<file path="src/rtl/soc_sysid_pkg.sv">
// Shared types and constants for the system-ID checker and the system-ID slave generator.
package soc_sysid_pkg;

  localparam int unsigned DATA_W     = 32;
  localparam int unsigned WAIT_CNT_W = 16;

  localparam int unsigned SYSID_ID_OFS = 0;
  localparam int unsigned SYSID_TS_OFS = 1;

  localparam logic [DATA_W-1:0] SYSID_DEF_ID = 32'h0000_0000;
  localparam logic [DATA_W-1:0] SYSID_DEF_TS = 32'h635A_0997;

  typedef enum logic [2:0] {
    ST_IDLE,
    ST_RD_ID,
    ST_RD_TS,
    ST_CHECK,
    ST_DONE
  } state_e;

endpackage

</file>
<file path="src/rtl/soc_wait_timer.sv">
// Saturating stall counter with clear/enable; flags the cycle in which one more stall hits TIMEOUT.
module soc_wait_timer
  import soc_sysid_pkg::*;
#(
  parameter int unsigned TIMEOUT = 255
) (
  input  logic clock,
  input  logic reset_n,
  input  logic clr,
  input  logic en,
  output logic expire_c
);

  logic [WAIT_CNT_W-1:0] count;

  always_ff @(posedge clock) begin
    if (!reset_n) begin
      count <= '0;
    end else if (clr) begin
      count <= '0;
    end else if (en && (count != '1)) begin
      count <= count + WAIT_CNT_W'(1);
    end
  end

  // A stall seen now with count at TIMEOUT-1 is the TIMEOUT-th consecutive stall.
  assign expire_c = (count >= WAIT_CNT_W'(TIMEOUT - 1));

endmodule

</file>
<file path="config.mk">
export PLATFORM = sky130hd
export DESIGN_NAME = soc_wait_timer
export DESIGN_NICKNAME = d
export VERILOG_FILES = /design/src/rtl/soc_sysid_pkg.sv /design/src/rtl/soc_wait_timer.sv
export SDC_FILE = /design/constraint.sdc
export NUM_CORES = 1
export LEC_CHECK = 0
export BUFFER_PORTS_ARGS = -buffer_cell sky130_fd_sc_hd__buf_2
export CELL_PAD_IN_SITES_DETAIL_PLACEMENT = 1
export CELL_PAD_IN_SITES_GLOBAL_PLACEMENT = 2
export CORE_ASPECT_RATIO = 0.8
export CORE_UTILIZATION = 34
export CTS_BUF_LIST = sky130_fd_sc_hd__clkbuf_4
export DETAILED_ROUTE_END_ITERATION = 10
export GPL_TIMING_DRIVEN = 0
export PLACE_DENSITY_LB_ADDON = 0.1
export SLEW_MARGIN = 20
export SYNTH_ARGS = -nofsm -noshare
export SYNTH_HDL_FRONTEND = slang
export SYNTH_SLANG_ARGS = --single-unit
</file>
<file path="constraint.sdc">
create_clock -name clock -period 1.49 [get_ports clock]
set_input_delay 0.298 -clock clock [delete_from_list [all_inputs] [get_ports clock]]
set_output_delay 0.298 -clock clock [all_outputs]
set_load 0.03 [all_outputs]
</file>
### Word level (Yosys, flattened, before mapping)

Cells that the tools add are included.

| word-level totals | value |
|---|---|
| bits in registers | 16 |
| output and inout port bits | 1 |
| bits of input ports | 4 |

| cells by class | value |
|---|---|
| $lt $le $gt $ge | 1 |
| bitwise gates (word level) | 1 |
| reductions and logical operators | 2 |
| add/subtract/negate cells | 1 |
| eq/ne operators | 1 |

Operators by type and width:

| operator | number |
|---|---|
| 16-bit by 1-bit adder with 16-bit output (second input constant) | 1 |
| 16-bit by 8-bit greater-or-equal comparator with 1-bit output (second input constant) | 1 |
| 16-bit != test (second input constant) | 1 |
| 2-bit OR reduction | 1 |
| 1-bit logical AND | 1 |
| 1-bit NOT | 1 |

### Longest topological paths before layout

| depth | value |
|---|---|
| word-level depth | 2 |
| gate-level depth with buffers | 6 |
| gate-level depth less buffers | 5 |

### Least setup slack after synthesis

No wires, ideal clock.

| timing | value |
|---|---|
| kind | register to register |
| from | register count[11] |
| to | register count[1] |
| period minus slack after synthesis | 1.612 ns |
| setup time | 0.116 ns |
| cell stages (with the launch flop) | 6 |
| data arrival time | 1.496 ns |
| slack | -0.122 ns |
| cells stage by stage | dfxtp_1 > nand4_1 > nor4_1 > clkbuf_1 > nor2b_1 > o211a_1 |

| on the way | value |
|---|---|
| cells in the longest elaborated chain, start to end | 2 |

RTL lines:

| item | line | RTL |
|---|---|---|
| start: declaration | soc_wait_timer.sv:14 | `logic [WAIT_CNT_W-1:0] count;` |
| start signal: assignment | soc_wait_timer.sv:22 | `count <= count + WAIT_CNT_W'(1);` |
| 16-bit != test | soc_wait_timer.sv:21 | `end else if (en && (count != '1)) begin` |
| 1-bit logical AND | soc_wait_timer.sv:21 |  |

Every way passes these cells.
A chain may end at the register's enable or synchronous reset.

### Final worst setup path

| timing | value |
|---|---|
| from | register count[1] |
| to | register count[1] |

| on the way | value |
|---|---|
| cells in the longest elaborated chain, start to end | 2 |
| elaborated cells on any way between the ends | 3 |
| classes of those cells | add/sub (1); eq/ne (1); reduce/logical (1) |

RTL lines:

| item |
|---|
| branches (longest 2 deep; another with 16-bit by 1-bit adder with 16-bit output) |

Several ways; the timed one is not identified.

==> results.cfg <==
[sta]
setup_viol = 11
worst_slack_ns = -0.120
slew_headroom = 0.647
finClkSkew_ns = 0.00251
fmax_ghz = 0.621
worst_pin_slew_ns = 0.522
rsz0062_at_grt = yes
fin_crit_ns = 1.61
timing.final.max_slew_violations = 0
hold_violations = 0
totalNegativeSetupSlack_ns = -0.703
fin_crit_sh = 1.08

[power]
sequentialPowerShare = 0.581
p_int_uw = 554
leakage_uw = 0.000463
p_sw_frac = 0.237
total_power_uw = 726
p_sw_uw = 172
peakVddDrop_mv = 0.500
pwr-share-comb = 0.047
power_density_mw_per_mm2 = 574
clkPwrFrac = 0.372

[cells_and_area]
finish.utilization = 0.518
largest-register = count
largest_reg_flops = 16
final_nets = 134
area_growth_pct = 45.3
antenna_cells = 0
drive_above_1_share = 0.480
top_regs = count x16

[routing]
routed_wl_mm = 2.64
drtIter0Drc = 38
drc = 0
firstDrtPassIters = 4
ant_nets = 0
routedWlPerCell_um = 16.2
viasPerCell = 5.58
dr_total_vias = 910

[worst_setup_path]
crit_type = reg2reg
cp_slowest_cell = dfxtp_4
r2r_slack_ns = -0.12
cp-end-kind = register
worstPathArrival_ns = 1.80
critical_path.cell_chain = ha_4 -> nand3_4 -> nor4_4 -> clkbuf_8 -> nor2b_4 -> o211a_1
crit_path_max_incr_delay_ns = 0.40
path_max_fanout = 5
crit_family = simple AND/OR/NAND/NOR gates
required_ns = 1.68
cp-start-kind = register
crit_buf_inv = 1

[grt]
grt_pass1_wl_mm = 4.31
grt_usage = 0.214
grt_overflow = 0
grt_pass1_vias = 868
antenna_found_initial = 0
grt_max_degree = 11

[synthesis]
synthesis.nets = 111
ys_warn_count = 0
postSynthCellCount = 105
yosysSeqAreaShare = 0.368
ys_ff_latch = 16
synthesis.area_um2 = 871
ys_types = 34
syn_area_per_cell_um2 = 8.29

[floorplanning]
fp.coreArea_mm2 = 0.00244
pin_count = 5
start_util = 0.357
fp.dieW_um = 58.6
rows = 16
die_h_um = 47.3
dieArea_mm2 = 0.00277

[placement]
pre_cts_ws_ns = -0.420
io_buffers = 4
routabilityCongestion = 0.683
dp_hpwl_mm = 1.67

[cts]
insertion_delay_ns = 0.29
clock_sinks = 16
cts_root_buf = clkbuf_4
htreeDepth = 1
cts_tree = yes
cts_buffer_depth = 2
cts_hold_buf = 0
cts-buffers-inserted = 3
clkTransAtPathRegs_ns = 0.10

[status]
violations = setup timing
outcome = complete, but fails checks

[hold_path]
min_path_type = in2reg

[flow_run]
cap_violations = 0
[path summary, 6_finish.rpt]
path                            startpoint        end  cells after the start
worst max-delay path              count[1]   count[1]                      6
worst min-delay path                   clr   count[1]                      3
worst max register to register    count[1]   count[1]                      6
worst min register to register   count[11]  count[11]                      1
[cell usage in the layout, fill, tap and decap left out, types with 3 or more instances in the layout]
master and instances:
nand3_1 4, or3_1 7, nand2_1 9, o21ai_2 5, a21oi_1 9, buf_2 3
dfxtp_2 7, nand4_1 5, clkbuf_4 4, o21ai_0 5, buf_4 14, dfxtp_4 8
[per-layer routing]
| metal | part of all wire | global-route usage |
|---|---|---|
| met4 | 0 | 0.0143 |
| met1 | 0.48 | 0.279 |
| met2 | 0.48 | 0.377 |
| met3 | 0.034 | 0.0579 |
| met5 | 0 | 0 |
[through the flow]
| step | hold WS [ns] | area [µm²] | cells |
|---|---|---|---|
| 6_report | 0.347 | 1260 | 163 |
| 5_1_grt | 0.368 | 1260 | 163 |
| 4_1_cts | 0.338 | 1220 | 163 |
| 3_5_place_dp | 0.480 | 966 | 145 |
| 3_3_place_gp | 0.474 | 966 | 145 |
| 2_1_floorplan | 0.460 | 901 | 105 |
[kinds of logic (layout without fill, tap and decap cells)]
group	count (synthesis)	in the layout	synth area share
simple gates	55	55	0.395
buf+inv	4	26	0.0172
xor+xnor	1	1	0.0101
compound gates	26	26	0.170
mux	1	1	0.0115
fa+ha+maj	2	2	0.0287
flops	16	16	0.368
[power by group through the flow]
| stage | sequential, µW | clock (µW) | combinational [µW] |
|---|---|---|---|
| after floorplan | 439 | 0 | 15.8 |
| after global placement | 440 | 0 | 26.6 |
| after detailed placement | 440 | 0 | 27.9 |
| after CTS | 424 | 281 | 32.3 |
| after global routing | 423 | 295 | 38.2 |
| final | 422 | 270 | 34.1 |
[what timing repair did]
action	in CTS	in global routing
setup endpoints to repair	15	17
gates resized for setup	35	14
buffers inserted	13	0
pin swaps	10	14
gates cloned	1	0
[area by class of cell]
class | instances | area, µm²
tap | 36 | 45.0
inverter | 2 | 7.51
buffer | 2 | 17.5
fill | 289 | 1180
clock buffer | 4 | 30.0
sequential | 16 | 359
timing repair buffer | 18 | 131
multi-input combinational | 85 | 674
[worst register-to-register path, cell delays in order (launching register included)]
cell,delay [ns]
dfxtp_4,0.40
ha_4,0.16
nand3_4,0.07
nor4_4,0.40
clkbuf_8,0.24
nor2b_4,0.04
o211a_1,0.19
[synthesized netlist by cell type, drive strengths merged]
| cell | instances | area share |
|---|---|---|
| dfxtp | 16 | 0.37 |
| o21ai | 11 | 0.063 |
| nand2 | 10 | 0.043 |
| a21oi | 9 | 0.052 |
| or3 | 8 | 0.059 |
| nand4 | 6 | 0.060 |
| nand3 | 5 | 0.029 |
| nor4 | 5 | 0.036 |
| nor2 | 3 | 0.013 |
| or4b | 3 | 0.034 |
| and2 | 2 | 0.014 |
| and3 | 2 | 0.014 |
| and4 | 2 | 0.022 |
| clkbuf | 2 | 0.0086 |
| ha | 2 | 0.029 |
| inv | 2 | 0.0086 |
| nand2b | 2 | 0.014 |
| nor2b | 2 | 0.014 |
| or4 | 2 | 0.017 |
| a21o | 1 | 0.0086 |
| a31oi | 1 | 0.0072 |
| mux2i | 1 | 0.011 |
| nand3b | 1 | 0.0086 |
| nor3 | 1 | 0.0057 |
| nor4b | 1 | 0.010 |
| o2111ai | 1 | 0.010 |
| o211a | 1 | 0.011 |
| o211ai | 1 | 0.0086 |
| o31ai | 1 | 0.0086 |
| xnor2 | 1 | 0.010 |
(Power assumes the default switching activity.)
